**src/rtl/uart_pkg.sv**
```systemverilog
// Shared types and constants for the UART transmit engine.
// Frame length includes a parity bit only when UART_TX_PARITY_EN is defined.
package uart_pkg;

  localparam int   DATA_W_DEF = 8;
  localparam logic IDLE_LEVEL = 1'b1;

  localparam int START_BITS = 1;
  localparam int STOP_BITS  = 1;
`ifdef UART_TX_PARITY_EN
  localparam int PARITY_BITS = 1;
`else
  localparam int PARITY_BITS = 0;
`endif
  localparam int FRAME_BITS = START_BITS + DATA_W_DEF + PARITY_BITS + STOP_BITS;

  typedef enum logic [2:0] {
    IDLE,
    LOAD,
    START,
    DATA,
    PARITY,
    STOP
  } tx_state_e;

endpackage

```
**src/rtl/uart_baud_tick.sv**
```systemverilog
// Bit-time generator: counts 0..div and ticks on the last clock of each bit.
// The divisor is captured on load, so it only changes between frames.
module uart_baud_tick #(
  parameter int DIV_W = 16
) (
  input  logic             clk,
  input  logic             rst,
  input  logic             load,
  input  logic [DIV_W-1:0] div,
  output logic             tick
);

  logic [DIV_W-1:0] cnt;
  logic [DIV_W-1:0] div_q;

  assign tick = (cnt == div_q);

  // NOTE: sequential state uses non-blocking assignments so every flop samples pre-edge values.
  always_ff @(posedge clk or negedge rst) begin
    if (!rst) begin
      cnt   <= '0;
      div_q <= '0;
    end else if (load) begin
      cnt   <= '0;
      div_q <= div;
    end else if (tick) begin
      cnt <= '0;
    end else begin
      cnt <= cnt + 1'b1;
    end
  end

endmodule

```
**src/rtl/uart_tx_engine.sv**
```systemverilog
// UART transmit engine: pops bytes from the TX FIFO and serialises them LSB first.
// Define UART_TX_PARITY_EN to insert a parity bit between data and stop.
module uart_tx_engine
  import uart_pkg::*;
#(
  parameter int DATA_W = DATA_W_DEF,
  parameter int DIV_W  = 16
) (
  input  logic              clk,
  input  logic              rst,
  input  logic              en,
  input  logic [DIV_W-1:0]  baud_div,
  input  logic              parity_odd,
  input  logic              fifo_empty,
  input  logic [DATA_W-1:0] fifo_dout,
  output logic              pop_out,
  output logic              tx,
  output logic              busy,
  output logic              tx_done
);

  localparam int               CNT_W    = (DATA_W > 1) ? $clog2(DATA_W) : 1;
  localparam logic [CNT_W-1:0] LAST_BIT = CNT_W'(DATA_W - 1);

  tx_state_e         state;
  logic [DATA_W-1:0] shreg;
  logic [CNT_W-1:0]  bit_cnt;
  logic              baud_load;
  logic              tick;

`ifdef UART_TX_PARITY_EN
  logic par_q;
`else
  logic unused_parity_odd;
  assign unused_parity_odd = parity_odd;
`endif

  assign baud_load = (state == LOAD);

  uart_baud_tick #(.DIV_W(DIV_W)) u_baud_tick (
    .clk  (clk),
    .rst  (rst),
    .load (baud_load),
    .div  (baud_div),
    .tick (tick)
  );

  // Pop is decoded combinationally so the FIFO sees it in the IDLE clock itself;
  // gating with rst keeps it low while the engine is held in reset.
  assign pop_out = rst && (state == IDLE) && en && !fifo_empty;
  assign busy    = (state != IDLE);
  assign tx_done = (state == STOP) && tick;

  // NOTE: the shift register is a handful of flops, not a memory, so it is cleared by reset too.
  always_ff @(posedge clk or negedge rst) begin
    if (!rst) begin
      state   <= IDLE;
      tx      <= IDLE_LEVEL;
      shreg   <= '0;
      bit_cnt <= '0;
`ifdef UART_TX_PARITY_EN
      par_q   <= 1'b0;
`endif
    end else begin
      unique case (state)
        IDLE: begin
          if (pop_out) state <= LOAD;
        end
        LOAD: begin
          shreg   <= fifo_dout;
          bit_cnt <= '0;
`ifdef UART_TX_PARITY_EN
          par_q   <= (^fifo_dout) ^ parity_odd;
`endif
          tx      <= ~IDLE_LEVEL;
          state   <= START;
        end
        START: begin
          if (tick) begin
            tx    <= shreg[0];
            shreg <= shreg >> 1;
            state <= DATA;
          end
        end
        DATA: begin
          if (tick) begin
            if (bit_cnt == LAST_BIT) begin
`ifdef UART_TX_PARITY_EN
              tx    <= par_q;
              state <= PARITY;
`else
              tx    <= IDLE_LEVEL;
              state <= STOP;
`endif
            end else begin
              bit_cnt <= bit_cnt + 1'b1;
              tx      <= shreg[0];
              shreg   <= shreg >> 1;
            end
          end
        end
        PARITY: begin
          if (tick) begin
            tx    <= IDLE_LEVEL;
            state <= STOP;
          end
        end
        STOP: begin
          if (tick) state <= IDLE;
        end
        default: begin
          tx    <= IDLE_LEVEL;
          state <= IDLE;
        end
      endcase
    end
  end

endmodule

```
**config.mk**
```make
export PLATFORM = sky130hd
export DESIGN_NAME = uart_tx_engine
export DESIGN_NICKNAME = d
export VERILOG_FILES = /design/src/rtl/uart_pkg.sv /design/src/rtl/uart_baud_tick.sv /design/src/rtl/uart_tx_engine.sv
export SDC_FILE = /design/constraint.sdc
export NUM_CORES = 1
export LEC_CHECK = 0
export CORE_UTILIZATION = 30
export CTS_CLUSTER_DIAMETER = 200
export DETAILED_ROUTE_END_ITERATION = 16
export PLACE_DENSITY = 0.59
export RECOVER_POWER = 100
export SYNTH_ARGS = -nofsm -noshare
export SYNTH_HDL_FRONTEND = slang
export SYNTH_SLANG_ARGS = --single-unit
```
**constraint.sdc**
```tcl
create_clock -name clk -period 2.6 [get_ports clk]
set_clock_uncertainty 0.15 [all_clocks]
set_input_delay 0.78 -clock clk [delete_from_list [all_inputs] [get_ports clk]]
set_output_delay 0.78 -clock clk [all_outputs]
set_load 0.02 [all_outputs]
```
==> impl_metrics.py, run 1 <==
metrics = {
    "synth": {
        "ys_seq_area_frac": 0.501,
        "netlist_top_cells_area": "dfrtp_1, mux2_2, xor2_1",
        "synth_top_area_frac": 0.490,
        "synthesis.area_sq_mm": 0.00235,
        "synthesis.nets": 231,
        "synthTopCellsByCount": "dfrtp_1, xor2_1, mux2_2",
        "async_reset_ff_frac": 1.00,
        "syn-mean-instance-area_sq_um": 11.8,
        "synth_edf_count": 0,
        "cell_type_contributing_the_most_total_cell_area_after_synthesis": "dfrtp_1",
        "ys_ff_latch": 47,
        "syn-instance-count": 199,
        "synthFlopType": "dfrtp_1",
        "synth.distinct_cells": 33,
        "yosysWarnings": 0,
        "synth_most_common_cell": "dfrtp_1",
    },
    "cts": {
        "clk_latency_ps": 300,
        "tritoncts.num_buffers": 5,
        "number_of_buffers_between_clock_root_and_the_deepest_sink": 2,
        "cts.sinks": 47,
        "tritoncts": "done",
        "clock_tree.htree_level_count": 2,
        "cts.root.buffer_cell": "clkbuf_8",
        "clk_pin_slew_ps": 90,
    },
    "timing": {
        "slew_violations": 0,
        "max_freq_mhz": 366,
        "relSlewSlack": 0.215,
        "timing.final.crit_share": 1.05,
        "final_hold_viol_count": 0,
        "max_slew.worst_pin.slew_ps": 1180,
        "min_period_ps": 2730,
        "final_critical_path_setup_slack_ps": -130,
        "unrepaired_setup_endpoints_after_global_routing": "true",
        "final-setup-viol-count": 1,
    },
    "detailed_routing": {
        "route.antenna.remaining_nets": 0,
        "drt_wl_total_mm": 4.59,
        "wl_per_cell_um": 12.6,
        "detailroute.via_count": 1638,
        "drtIter0Drc": 74,
        "first_pass_iters": 4,
        "via_density": 4.49,
        "drc": 0,
    },
    "power": {
        "static-leakage-power_nw": 1.48,
        "power.ir.vdd_worst_mv": 0.360,
        "power-per-cell-area_mw_per_mm2": 803,
    },
    "worst_setup_path": {
        "worst_setup_path_start_kind": "flip-flop",
        "worstSetupEndpointType": "primary output",
        "regToRegEndpoint": "shreg[6]$_DFFE_PN0P_",
        "cp_arrival_ps": 1800,
        "rr_worst_depth": 7,
        "max_stage_delay_ps": 400,
        "kind_of_critical_path": "reg -> out",
        "regToRegStartpoint": "u_baud_tick.cnt[7]$_DFF_PN0_",
        "cp_max_fo": 2,
        "critPathTopFamily": "simple AND/OR/NAND/NOR gates",
        "cp.required_ps": 1670,
        "setup.reg_to_reg.worst_slack_ps": 200,
        "cp_cell_sequence": "xor2_1 -> nor4_2 -> and4_4 -> nand2_4 -> nor2_4 -> buf_6",
        "slowest_stage": "dfrtp_1",
        "critPathBufInv": 1,
    },
    "final_layout": {
        "drive_gt1_frac": 0.338,
        "multi_input_comb_area_sq_mm": 0.00115,
        "postLayoutCellArea_sq_mm": 0.00311,
        "area_growth_syn_to_layout_pct": 32.5,
        "antenna-diode-count": 0,
        "nets": 297,
        "final.fill_count": 717,
        "seq_area_sq_mm": 0.00118,
    },
    "grt": {
        "grt-busiest-layer": "met2",
        "maximum_number_of_pins_on_one_net_before_global_route_repair": 48,
        "grt_pass1_wl_mm": 7.71,
        "use_met1": 0.164,
        "grtUsageMet3": 0.0236,
        "grt-ovfl-total": 0,
        "grt_pass1_vias": 1637,
        "track_usage": 0.118,
        "antenna_violations_before_repair": 0,
        "grtUsageMet2": 0.187,
    },
    "run": {
        "maxCapViolations": 0,
    },
    "floorplanning": {
        "std_cell_rows": 31,
        "num_io_pins": 33,
        "chipHeight_um": 90.5,
        "floorplan.core_area_sq_mm": 0.00741,
        "die_width_um": 90.5,
        "fp.dieArea_sq_mm": 0.00819,
        "initial_utilization": 0.317,
    },
    "run_status": {
        "violations": "setup timing",
        "status": "finished, violations left",
    },
    "place": {
        "buffer_ports.inserted": 31,
        "preCtsSetupSlack_ps": -470,
        "place_congestion": 0.719,
        "place_hpwl_mm": 3.44,
        "area_post_placement_sq_mm": 0.00298,
    },
    "hold_path": {
        "min-delay-start": "bit_cnt[0]$_DFFE_PN0P_",
        "min_path_type": "reg -> reg",
        "hold_end": "bit_cnt[0]$_DFFE_PN0P_",
        "min_path_cells": 1,
    },
}
[cell families after synthesis]
family,count (synthesis),synth area share
and+or+nand+nor,61,0.142
DFF,47,0.501
muxes,35,0.176
xor gates and xnor gates,30,0.112
buffers and inverters,12,0.0202
AOI/OAI and AO/OA,11,0.0330
adders and majority gates,3,0.0160
[flip-flops by register name (all words and copies together), names as in the netlist]
register           count
u_baud_tick.cnt       16
bit_cnt                3
state                  3
u_baud_tick.div_q     16
shreg                  8
tx                     1
[report_power, final]
part	internal, mW	total, mW	switching, mW
clock network	0.190	0.439	0.250
logic	0.542	0.911	0.369
registers	0.989	1.15	0.161
[per-layer routing]
layer  vias to the layer above  share of wire
met5                         -              0
met4                         0         0.0094
met3                         4          0.019
met2                        15           0.49
met1                       807           0.49
li1                        812              -
[what timing repair did]
item	CTS	global route
resized for setup	15	2
hold buffers	0	0
pin swaps	4	2
buffers inserted	2	2
endpoints found under the setup margin	2	1
[placed cells by master (no fill, tap or decap), drive strengths merged, types with 2 or more instances in the layout]
master,count
dfrtp,46
buf,34
mux2,30
clkdlybuf4s50,28
xor2,26
nor2,20
nand2,19
clkbuf,8
inv,7
nand4,6
mux2i,5
nor4,4
xnor2,4
o21ai,4
and2,3
a21oi,3
ha,3
and4,3
nand3,2
clkinv,2
and3,2
[area by class of cell]
cell class,instances,share of cell area
flip-flops and latches,47,0.378
well taps,99,0.0398
clock inverters,3,0.00603
inverters,6,0.00723
multi-input cells,140,0.368
clock buffers,5,0.0221
repair buffers,65,0.178
[worst max path at each step]
stage,endpoint,cells after the start,from,slack [ps]
after floorplan,tx_done,6,u_baud_tick.cnt[7]$_DFF_PN0_,60
after global placement,pop_out,4,en,-430
after detailed placement,pop_out,4,en,-470
after CTS,tx_done,6,u_baud_tick.cnt[5]$_DFF_PN0_,-200
after global routing,tx_done,6,u_baud_tick.cnt[7]$_DFF_PN0_,-250
final,tx_done,6,u_baud_tick.cnt[7]$_DFF_PN0_,-130
[through the flow]
step / hold slack (ps) / std cells / util / setup TNS [ps] / power [mW]
floorplan: 302 / 199 / - / 0 / 1.73
global placement: 326 / 353 / 0.403 / -795 / 2.03
detailed placement: 327 / 353 / 0.403 / -841 / 2.06
CTS: 345 / 363 / 0.418 / -202 / 2.52
global route: 375 / 365 / 0.420 / -257 / 2.69
finish: 341 / 365 / 0.420 / -130 / 2.50
No activity file was read; power rests on OpenSTA's default activity.
==> run 2: changes to the inputs <==
--- a/config.mk
+++ b/config.mk
@@ -5,10 +5,10 @@
 export SDC_FILE = /design/constraint.sdc
 export NUM_CORES = 1
 export LEC_CHECK = 0
-export CORE_UTILIZATION = 30
+export CORE_UTILIZATION = 41
 export CTS_CLUSTER_DIAMETER = 200
 export DETAILED_ROUTE_END_ITERATION = 16
-export PLACE_DENSITY = 0.59
+export PLACE_DENSITY = 0.73
 export RECOVER_POWER = 100
 export SYNTH_ARGS = -nofsm -noshare
 export SYNTH_HDL_FRONTEND = slang
==> run 2 against run 1 <==
  * The flow still finishes with violations (setup timing)
  * Clock-buffer cell count increased by 2
  * Wire length up 1.9%
  * Sequential power about the same
  * Highest routed layer unchanged
  * Via count up 1.5%
  * Worst hold slack worse by 2.0 ps
  * Sequential share of layout area increased by 0.52 points
  * Critical path depth stayed put
  * Setup slack better by 7.5 ps
  * Largest power group unchanged
==> impl_metrics.py, run 2 (synthesized netlist as in run 1, its figures left out) <==
metrics = {
    "timing": {
        "final_critical_path_setup_slack_ps": -123,
        "timing.final.crit_share": 1.05,
        "max_freq_mhz": 367,
        "hold-worst-slack_ps": 339,
        "final-setup-viol-count": 1,
        "final_hold_viol_count": 0,
        "unrepaired_setup_endpoints_after_global_routing": "true",
        "tns_ps": -123,
        "relSlewSlack": 0.242,
        "max_slew.worst_pin.slew_ps": 1140,
        "min_period_ps": 2720,
        "slew_violations": 0,
    },
    "detailed_routing": {
        "wl_per_cell_um": 13.8,
        "drtIter0Drc": 82,
        "detailroute.via_count": 1662,
        "route.antenna.remaining_nets": 0,
        "drc": 0,
        "drt_wl_total_mm": 4.68,
        "via_density": 4.92,
        "first_pass_iters": 4,
    },
    "floorplanning": {
        "initial_utilization": 0.427,
        "floorplan.core_area_sq_mm": 0.00551,
        "chipHeight_um": 77.7,
        "fp.dieArea_sq_mm": 0.00604,
        "std_cell_rows": 27,
        "die_width_um": 77.7,
        "num_io_pins": 33,
    },
    "worst_setup_path": {
        "setup.reg_to_reg.worst_slack_ps": 210,
        "worstSetupEndpointType": "primary output",
        "regToRegEndpoint": "shreg[3]$_DFFE_PN0P_",
        "critPathCapture": "tx_done",
        "regToRegStartpoint": "u_baud_tick.cnt[7]$_DFF_PN0_",
        "rr_worst_depth": 8,
        "cp_max_fo": 3,
        "cp.required_ps": 1670,
        "worst_setup_path_start_kind": "flip-flop",
        "worst_setup_path_startpoint": "u_baud_tick.cnt[1]$_DFF_PN0_",
        "cp_arrival_ps": 1790,
        "kind_of_critical_path": "reg -> out",
    },
    "power": {
        "power.ir.vdd_worst_mv": 0.365,
        "power-per-cell-area_mw_per_mm2": 819,
        "design_power_total_mw": 2.52,
        "static-leakage-power_nw": 1.47,
    },
    "grt": {
        "maximum_number_of_pins_on_one_net_before_global_route_repair": 48,
        "track_usage": 0.171,
        "grt_pass1_vias": 1716,
        "antenna_violations_before_repair": 0,
        "grt_pass1_wl_mm": 8.01,
        "grt-ovfl-total": 0,
    },
    "place": {
        "place_hpwl_mm": 3.43,
        "buffer_ports.inserted": 31,
        "post-place-cells": 325,
        "place_congestion": 0.770,
    },
    "hold_path": {
        "min_path_type": "reg -> reg",
        "min-delay-start": "bit_cnt[0]$_DFFE_PN0P_",
    },
    "run_status": {
        "status": "finished, violations left",
        "violations": "setup timing",
    },
    "cts": {
        "cts.sinks": 47,
        "clock_tree.htree_level_count": 2,
        "cts.root.buffer_cell": "clkbuf_8",
        "clk_latency_ps": 290,
        "tritoncts": "done",
        "number_of_buffers_between_clock_root_and_the_deepest_sink": 2,
        "tritoncts.num_buffers": 5,
        "clk_pin_slew_ps": 90,
    },
    "run": {
        "maxCapViolations": 0,
    },
    "final_layout": {
        "nets": 297,
        "drive_gt1_frac": 0.331,
        "final_cells": 338,
        "final_core_utilization": 0.558,
        "area_growth_syn_to_layout_pct": 30.7,
        "mostFrequentLayoutCells": "dfrtp_1, buf_4, clkdlybuf4s50_1",
        "layout_commonest_cell": "dfrtp_1",
        "biggestRegsByFlops": "u_baud_tick.cnt (16), u_baud_tick.div_q (16), shreg (8)",
        "antenna-diode-count": 0,
    },
}
run 2: changes by cell type in the layout (fill, tap and decap cells not counted), sizes merged:
| cell | previous run | this run |
|---|---|---|
| clkinv | 2 | 1 |
| inv | 7 | 6 |
| clkbuf | 8 | 9 |
| buf | 34 | 35 |
run 2: metrics by stage:
stage               setup slack, ps  cell area [sq um]
global placement               -422               2940
CTS                            -176               3040
floorplan                      60.6               2350
global route                   -220               3070
finish                         -123               3070
detailed placement             -440               2940
run 2: how the worst min path moves through the flow:
stage	end	slack [ps]	cells past startpoint
global placement	bit_cnt[0]$_DFFE_PN0P_	320	1
detailed placement	bit_cnt[0]$_DFFE_PN0P_	330	1
finish	bit_cnt[0]$_DFFE_PN0P_	340	1
floorplan	bit_cnt[0]$_DFFE_PN0P_	300	1
CTS	bit_cnt[0]$_DFFE_PN0P_	350	1
global route	bit_cnt[0]$_DFFE_PN0P_	360	1
run 2: what timing repair did:
| item | 4_1_cts | 5_1_grt |
|---|---|---|
| pin swaps | 6 | 4 |
| resized for setup | 12 | 4 |
| setup buffers | 2 | 3 |
| cloned | 0 | 0 |
| setup endpoints to repair | 2 | 2 |
| hold endpoints to repair | 0 | 0 |
| hold buffers | 0 | 0 |
run 2: area by class of cell:
cell class / instances / area [sq um]
fill: 492 / 2430
clock buffer: 7 / 76.3
clock inverter: 1 / 5.00
timing repair buffer: 65 / 553
inverter: 6 / 22.5
sequential: 47 / 1180
multi-input combinational: 140 / 1150
tap: 72 / 90.1
run 2: metal layers:
| metal | vias to the layer above | part of all wire | GRT usage | wire length, um |
|---|---|---|---|---|
| li1 | 812 | - | - | - |
| met1 | 822 | 0.47 | 0.221 | 2210 |
| met2 | 24 | 0.50 | 0.283 | 2330 |
| met3 | 4 | 0.020 | 0.0329 | 94 |
| met4 | 0 | 0.011 | 0.0623 | 50 |
| met5 | - | 0 | 0 | 0 |
run 2: power by group:
group          total [mW]  internal, mW  switching, mW
clock               0.421         0.189          0.232
combinational       0.943         0.539          0.404
sequential           1.15         0.990          0.163
total                2.52          1.72          0.799
run 2: critical path, stage by stage (launching register included):
cell     delay (ps)
dfrtp_1         420
xor2_1          160
nor4_2          370
and4_4          300
nand2_4          60
nor2_4           80
buf_6           110
==> run 3: changes to the inputs <==
--- a/config.mk
+++ b/config.mk
@@ -8,6 +8,7 @@
 export CORE_UTILIZATION = 41
 export CTS_CLUSTER_DIAMETER = 200
 export DETAILED_ROUTE_END_ITERATION = 16
+export HOLD_SLACK_MARGIN = 0.12
 export PLACE_DENSITY = 0.73
 export RECOVER_POWER = 100
 export SYNTH_ARGS = -nofsm -noshare
==> results of run 3 <==
The final DEF is identical to that of run 2; final timing and power are the same.
